===== src/rtl/y86_pkg.sv =====
// Shared Y86-64 definitions: status codes, register IDs, icodes.
// Used by the pipeline stages and the pipeline registers.
package y86_pkg;

  // Status codes.
  localparam logic [3:0] SBUB = 4'h0;
  localparam logic [3:0] SAOK = 4'h1;
  localparam logic [3:0] SHLT = 4'h2;
  localparam logic [3:0] SADR = 4'h3;
  localparam logic [3:0] SINS = 4'h4;

  // Register IDs.
  localparam logic [3:0] RRSP  = 4'h4;
  localparam logic [3:0] RNONE = 4'hF;

  localparam int unsigned NumRegs = 15;

  // Instruction codes.
  localparam logic [3:0] IHALT   = 4'h0;
  localparam logic [3:0] INOP    = 4'h1;
  localparam logic [3:0] IRRMOVQ = 4'h2;
  localparam logic [3:0] IIRMOVQ = 4'h3;
  localparam logic [3:0] IRMMOVQ = 4'h4;
  localparam logic [3:0] IMRMOVQ = 4'h5;
  localparam logic [3:0] IOPQ    = 4'h6;
  localparam logic [3:0] IJXX    = 4'h7;
  localparam logic [3:0] ICALL   = 4'h8;
  localparam logic [3:0] IRET    = 4'h9;
  localparam logic [3:0] IPUSHQ  = 4'hA;
  localparam logic [3:0] IPOPQ   = 4'hB;

  // Any status code above INS is an invalid-instruction exception.
  function automatic logic [3:0] stat_norm(input logic [3:0] s);
    return (s > SINS) ? SINS : s;
  endfunction

endpackage


===== src/rtl/y86_regarray.sv =====
// 15 x 64 program register array.
// Ports:
//   clk_i, rst_i            clock, asynchronous active-high reset
//   we_i                    write enable shared by both write ports
//   dst_e_i/val_e_i         E write port (RNONE = no write)
//   dst_m_i/val_m_i         M write port (RNONE = no write), wins over E
//   src_a_i/src_b_i         decode read addresses
//   dbg_addr_i              debug read address
//   rval_a_o/rval_b_o       combinational read data (RNONE reads 0)
//   dbg_data_o              combinational debug read data
module y86_regarray
  import y86_pkg::*;
#(
  parameter logic [63:0] RSP_INIT = 64'h0
) (
  input  logic        clk_i,
  input  logic        rst_i,
  input  logic        we_i,
  input  logic [3:0]  dst_e_i,
  input  logic [63:0] val_e_i,
  input  logic [3:0]  dst_m_i,
  input  logic [63:0] val_m_i,
  input  logic [3:0]  src_a_i,
  input  logic [3:0]  src_b_i,
  input  logic [3:0]  dbg_addr_i,
  output logic [63:0] rval_a_o,
  output logic [63:0] rval_b_o,
  output logic [63:0] dbg_data_o
);

  logic [63:0] regs_q [NumRegs];
  logic [63:0] regs_d [NumRegs];

  // M is applied after E so that popq %rsp leaves the popped value in %rsp.
  always_comb begin
    for (int i = 0; i < NumRegs; i++) begin
      regs_d[i] = regs_q[i];
    end
    if (we_i && (dst_e_i != RNONE)) begin
      regs_d[dst_e_i] = val_e_i;
    end
    if (we_i && (dst_m_i != RNONE)) begin
      regs_d[dst_m_i] = val_m_i;
    end
  end

  always_ff @(posedge clk_i or posedge rst_i) begin
    if (rst_i) begin
      for (int i = 0; i < NumRegs; i++) begin
        regs_q[i] <= (i == int'(RRSP)) ? RSP_INIT : 64'h0;
      end
    end else begin
      for (int i = 0; i < NumRegs; i++) begin
        regs_q[i] <= regs_d[i];
      end
    end
  end

  // No write-to-read bypass: decode forwarding handles same-cycle hazards.
  always_comb begin
    rval_a_o   = (src_a_i    == RNONE) ? 64'h0 : regs_q[src_a_i];
    rval_b_o   = (src_b_i    == RNONE) ? 64'h0 : regs_q[src_b_i];
    dbg_data_o = (dbg_addr_i == RNONE) ? 64'h0 : regs_q[dbg_addr_i];
  end

endmodule


===== src/rtl/wb_regfile.sv =====
// Writeback stage and architectural register file.
// Commits W-stage results into the register array, latches the sticky halt
// status, and counts cycles and retired instructions.
// Ports:
//   clk, rst                      clock, asynchronous active-high reset
//   W_stat, W_icode               status / icode of the writeback instruction
//   W_dstE/W_valE, W_dstM/W_valM  write ports (4'hF = none), M wins on collision
//   d_srcA/d_srcB -> d_rvalA/B    combinational decode reads
//   dbg_addr -> dbg_data          combinational debug read
//   proc_stat, halted             architectural status, sticky halt flag
//   cycle_cnt, retired_cnt        CNT_W-bit wrapping counters
module wb_regfile
  import y86_pkg::*;
#(
  parameter logic [63:0] RSP_INIT = 64'h0,
  parameter int unsigned CNT_W    = 64
) (
  input  logic             clk,
  input  logic             rst,
  input  logic [3:0]       W_stat,
  input  logic [3:0]       W_icode,
  input  logic [3:0]       W_dstE,
  input  logic [63:0]      W_valE,
  input  logic [3:0]       W_dstM,
  input  logic [63:0]      W_valM,
  input  logic [3:0]       d_srcA,
  input  logic [3:0]       d_srcB,
  output logic [63:0]      d_rvalA,
  output logic [63:0]      d_rvalB,
  input  logic [3:0]       dbg_addr,
  output logic [63:0]      dbg_data,
  output logic [3:0]       proc_stat,
  output logic             halted,
  output logic [CNT_W-1:0] cycle_cnt,
  output logic [CNT_W-1:0] retired_cnt
);

  localparam logic [CNT_W-1:0] CntOne = {{(CNT_W-1){1'b0}}, 1'b1};

  logic             halted_q, halted_d;
  logic [3:0]       proc_stat_q, proc_stat_d;
  logic [CNT_W-1:0] cycle_q, cycle_d;
  logic [CNT_W-1:0] retired_q, retired_d;
  logic             commit;
  logic             halt_evt;

  always_comb begin
    commit      = (W_stat == SAOK) && !halted_q;
    // HLT, ADR, INS and every undefined code above INS stop the machine.
    halt_evt    = !halted_q && (W_stat >= SHLT);
    halted_d    = halted_q;
    proc_stat_d = proc_stat_q;
    cycle_d     = cycle_q;
    retired_d   = retired_q;
    if (halt_evt) begin
      halted_d    = 1'b1;
      proc_stat_d = stat_norm(W_stat);
    end
    // The edge that sets halted still counts as an executed cycle.
    if (!halted_q) begin
      cycle_d = cycle_q + CntOne;
    end
    if (commit && (W_icode != INOP)) begin
      retired_d = retired_q + CntOne;
    end
  end

  always_ff @(posedge clk or posedge rst) begin
    if (rst) begin
      halted_q    <= 1'b0;
      proc_stat_q <= SAOK;
      cycle_q     <= '0;
      retired_q   <= '0;
    end else begin
      halted_q    <= halted_d;
      proc_stat_q <= proc_stat_d;
      cycle_q     <= cycle_d;
      retired_q   <= retired_d;
    end
  end

  y86_regarray #(
    .RSP_INIT (RSP_INIT)
  ) u_regarray (
    .clk_i      (clk),
    .rst_i      (rst),
    .we_i       (commit),
    .dst_e_i    (W_dstE),
    .val_e_i    (W_valE),
    .dst_m_i    (W_dstM),
    .val_m_i    (W_valM),
    .src_a_i    (d_srcA),
    .src_b_i    (d_srcB),
    .dbg_addr_i (dbg_addr),
    .rval_a_o   (d_rvalA),
    .rval_b_o   (d_rvalB),
    .dbg_data_o (dbg_data)
  );

  assign proc_stat   = proc_stat_q;
  assign halted      = halted_q;
  assign cycle_cnt   = cycle_q;
  assign retired_cnt = retired_q;

endmodule


===== config.mk =====
export PLATFORM = sky130hd
export DESIGN_NAME = wb_regfile
export DESIGN_NICKNAME = d
export VERILOG_FILES = /design/src/rtl/y86_pkg.sv /design/src/rtl/y86_regarray.sv /design/src/rtl/wb_regfile.sv
export SDC_FILE = /design/constraint.sdc
export NUM_CORES = 2
export LEC_CHECK = 0
export CAP_MARGIN = 20
export CORE_ASPECT_RATIO = 1.25
export CORE_MARGIN = 1
export CORE_UTILIZATION = 50
export CTS_CLUSTER_DIAMETER = 80
export CTS_CLUSTER_SIZE = 8
export DETAILED_ROUTE_END_ITERATION = 8
export GPL_ROUTABILITY_DRIVEN = 0
export PLACE_DENSITY = 0.81
export SLEW_MARGIN = 30
export SYNTH_ARGS = -nofsm -noshare
export SYNTH_HDL_FRONTEND = slang
export SYNTH_SLANG_ARGS = --single-unit
export TNS_END_PERCENT = 100

===== constraint.sdc =====
create_clock -name clk -period 49.3 [get_ports clk]
set_input_delay 9.86 -clock clk [delete_from_list [all_inputs] [get_ports clk]]
set_output_delay 9.86 -clock clk [all_outputs]
set_load 0.05 [all_outputs]

==> impl_metrics.py <==
metrics = {
    "yosys": {
        "synth_commonest_cells": "nand2_1, mux2i_1, dfrtp_1",
        "netlist_area_um2": 72510,
        "synth.distinct_cells": 51,
        "synth_seq_cells": 1093,
        "yosys.cell_count.top_type": "nand2_1",
        "synth_ff_type": "dfrtp_1",
        "yosysSeqAreaShare_pct": 37.72,
        "ys.warnings.count": 0,
        "synth.top_cell.area_share_pct": 37.68,
        "synth-edff-count": 0,
        "synth_area_leaders": "dfrtp_1, mux4_2, mux2i_1",
        "yosysTopAreaCell": "dfrtp_1",
        "synth_nets": 7107,
        "synthCells": 6947,
        "avgSynthCellArea_um2": 10.44,
        "async_flop_share_pct": 100.0,
    },
    "global_route": {
        "grt_max_degree": 181,
        "grt_pass1_vias": 64760,
        "grt_pass1_wl_mm": 411.3,
        "grt_usage_pct": 37.78,
        "antenna_found_initial": 45,
        "overflow": 0,
    },
    "floorplanning": {
        "coreArea_um2": 143300,
        "io_pins": 483,
        "die_x_um": 342.6,
        "die_h_um": 427.8,
        "start_util_pct": 50.60,
        "dieArea_um2": 146600,
        "row_count": 155,
    },
    "route": {
        "avgViaCountPerCell": 7.250,
        "wl_met1_mm": 91.32,
        "wl_mm": 280.5,
        "ant_nets": 0,
        "vias": 64500,
        "drc": 58,
        "top_layer": "met5",
        "wl_met3_mm": 45.25,
        "post_drt_wl_per_cell_um": 31.52,
        "first_pass_iters": 9,
        "wl_met2_mm": 121.5,
        "drt-initial-drc-count": 10300,
    },
    "cells_and_area": {
        "n_fill_cell": 11160,
        "fin_nets": 7136,
        "final_cells": 8897,
        "syn2layout_area_growth_pct": 13.76,
        "drive_gt1_share_pct": 14.75,
    },
    "timing": {
        "skew_ns": 0.03168,
        "final_max_slew_viol_count": 0,
        "relSlewSlack_pct": 24.79,
        "layout_min_cycle_time_ns": 24.83,
        "fin_tns_setup_ns": 0,
        "max_freq_mhz": 40.27,
        "worst_pin_slew_ns": 1.128,
        "finalSetupViolCount": 0,
        "rsz0062_at_grt": "no",
        "layout_worst_path_cycle_share_pct": 50.36,
        "hold_viol": 0,
    },
    "clocking": {
        "cts_hold_buffers": 0,
        "worstSkewPairLatency_ns": 0.82,
        "numCtsBuffers": 155,
        "post_cts_buffers": 0,
        "ctsRootBufferMaster": "clkbuf_16",
        "clk_pin_slew_ns": 0.05,
        "cts_tree": "done",
        "h-tree-depth": 4,
        "cts_resized": 0,
        "clk_path_buf_depth": 3,
        "clock-sinks": 1093,
    },
    "power_and_ir_drop": {
        "pwr_density_cell_nw_per_um2": 25.12,
        "p_leak_nw": 36.67,
        "ir_drop_v": 0.00002565,
        "power_w": 0.002072,
    },
    "place": {
        "port_buffers": 482,
        "place_inst": 8696,
        "hpwl_mm": 155.9,
    },
    "setup_path": {
        "critPathSlowestCell": "clkdlybuf4s50_1",
        "critPathMaxStageDelay_ns": 0.93,
        "cp.arrival_ns": 14.97,
        "path_buf_inv": 5,
        "end_kind": "output pin",
        "crit_fanout": 68,
        "crit_type": "in2out",
        "cp_common_cell": "buf_4",
        "path_depth": 9,
        "start_kind": "primary input",
        "ff2ff_path_depth": 6,
        "path_cells": "buf_8, buf_4, buf_4, buf_4, mux2i_1, o211ai_1, o21ai_0, o22ai_1, clkdlybuf4s50_1",
        "crit_family": "buffers and inverters",
        "required_ns": 39.44,
    },
    "worst_hold_path": {
        "min_path_cells": 1,
        "hp-class": "reg2reg",
    },
    "flow_run": {
        "drv_cap": 0,
    },
    "status": {
        "status": "complete, but fails checks",
        "failed_checks": "DRC",
    },
}
[logic make-up (layout without fill, tap and decap cells)]
kind of cell	count (synthesis)	in the layout	share of synthesized area, %
DFF	1093	1093	37.72
other	0	18	0
muxes	1780	1780	36.17
and+or+nand+nor	1797	1797	10.14
buffers and inverters	743	791	4.227
xor gates and xnor gates	126	126	1.522
AOI/OAI and AO/OA	1406	1406	10.19
adders and majority gates	2	2	0.03450
[final cells by class]
cell class	count	area [um2]	area share (%)
Clock inverter	10	106.4	0.1289
Inverter	16	72.57	0.08797
Clock buffer	166	3984	4.830
Antenna cell	18	45.04	0.05461
Sequential cell	1093	27350	33.16
Timing Repair Buffer	599	6125	7.425
Multi-Input combinational cell	5111	42450	51.46
Tap cell	1884	2357	2.858
[cells in the final DEF, fill, tap and decap left out, drive strengths merged, types with 18 or more instances in the layout]
cell type | synthesis | final
a21oi | 212 | 212
a31oi | 86 | 86
buf | 246 | 127
clkbuf | 481 | 168
clkdlybuf4s50 | 0 | 470
dfrtp | 1092 | 1092
diode | 0 | 18
inv | 16 | 20
mux2i | 1106 | 1106
mux4 | 672 | 672
nand2 | 1315 | 1315
nand3 | 50 | 50
nand4 | 50 | 50
nor2 | 242 | 242
nor3 | 51 | 51
nor4 | 25 | 25
o211ai | 46 | 46
o21ai | 963 | 963
o22ai | 96 | 96
xnor2 | 68 | 68
xor2 | 58 | 58
[per-layer routing]
metal,global-route usage (%),vias up
met3,16.30,1666
met5,0,-
met2,55.01,6051
met1,44.92,31260
met4,26.56,60
li1,-,25460
[state kept, by name, indices dropped and copies added, names as in the netlist]
| register | count |
|---|---|
| cycle_cnt | 64 |
| u_regarray.regs_q | 960 |
| retired_cnt | 64 |
| proc_stat | 4 |
| halted | 1 |
[final timing paths]
kind                                 start                endpoint  slack [ns]
max                              d_srcA[1]             d_rvalA[11]       24.47
min                        retired_cnt[63]         retired_cnt[63]        0.48
max reg2reg                         halted  u_regarray.regs_q[683]       44.66
min reg2reg                retired_cnt[63]         retired_cnt[63]        0.48
max in group asynchronous              rst  u_regarray.regs_q[532]       36.66
min in group asynchronous              rst         retired_cnt[16]        9.55
[metrics by stage]
step	util, %	area, um2	worst slack [ns]	hold slack [ns]
after detailed placement	54.51	78120	24.86	0.4638
after CTS	57.36	82210	24.82	0.4782
after global routing	57.54	82460	24.46	0.4925
after global placement	54.33	77860	24.87	0.4562
after floorplan	-	72510	8.669	0.5159
final	57.56	82490	24.47	0.4761
[report_power, final]
group	internal [W]	switching (W)	total, W
clock	0.000563	0.000414	0.000977
combinational	0.0000583	0.000130	0.000188
sequential	0.000902	0.00000431	0.000907
Power figures use the tool's default switching activity.
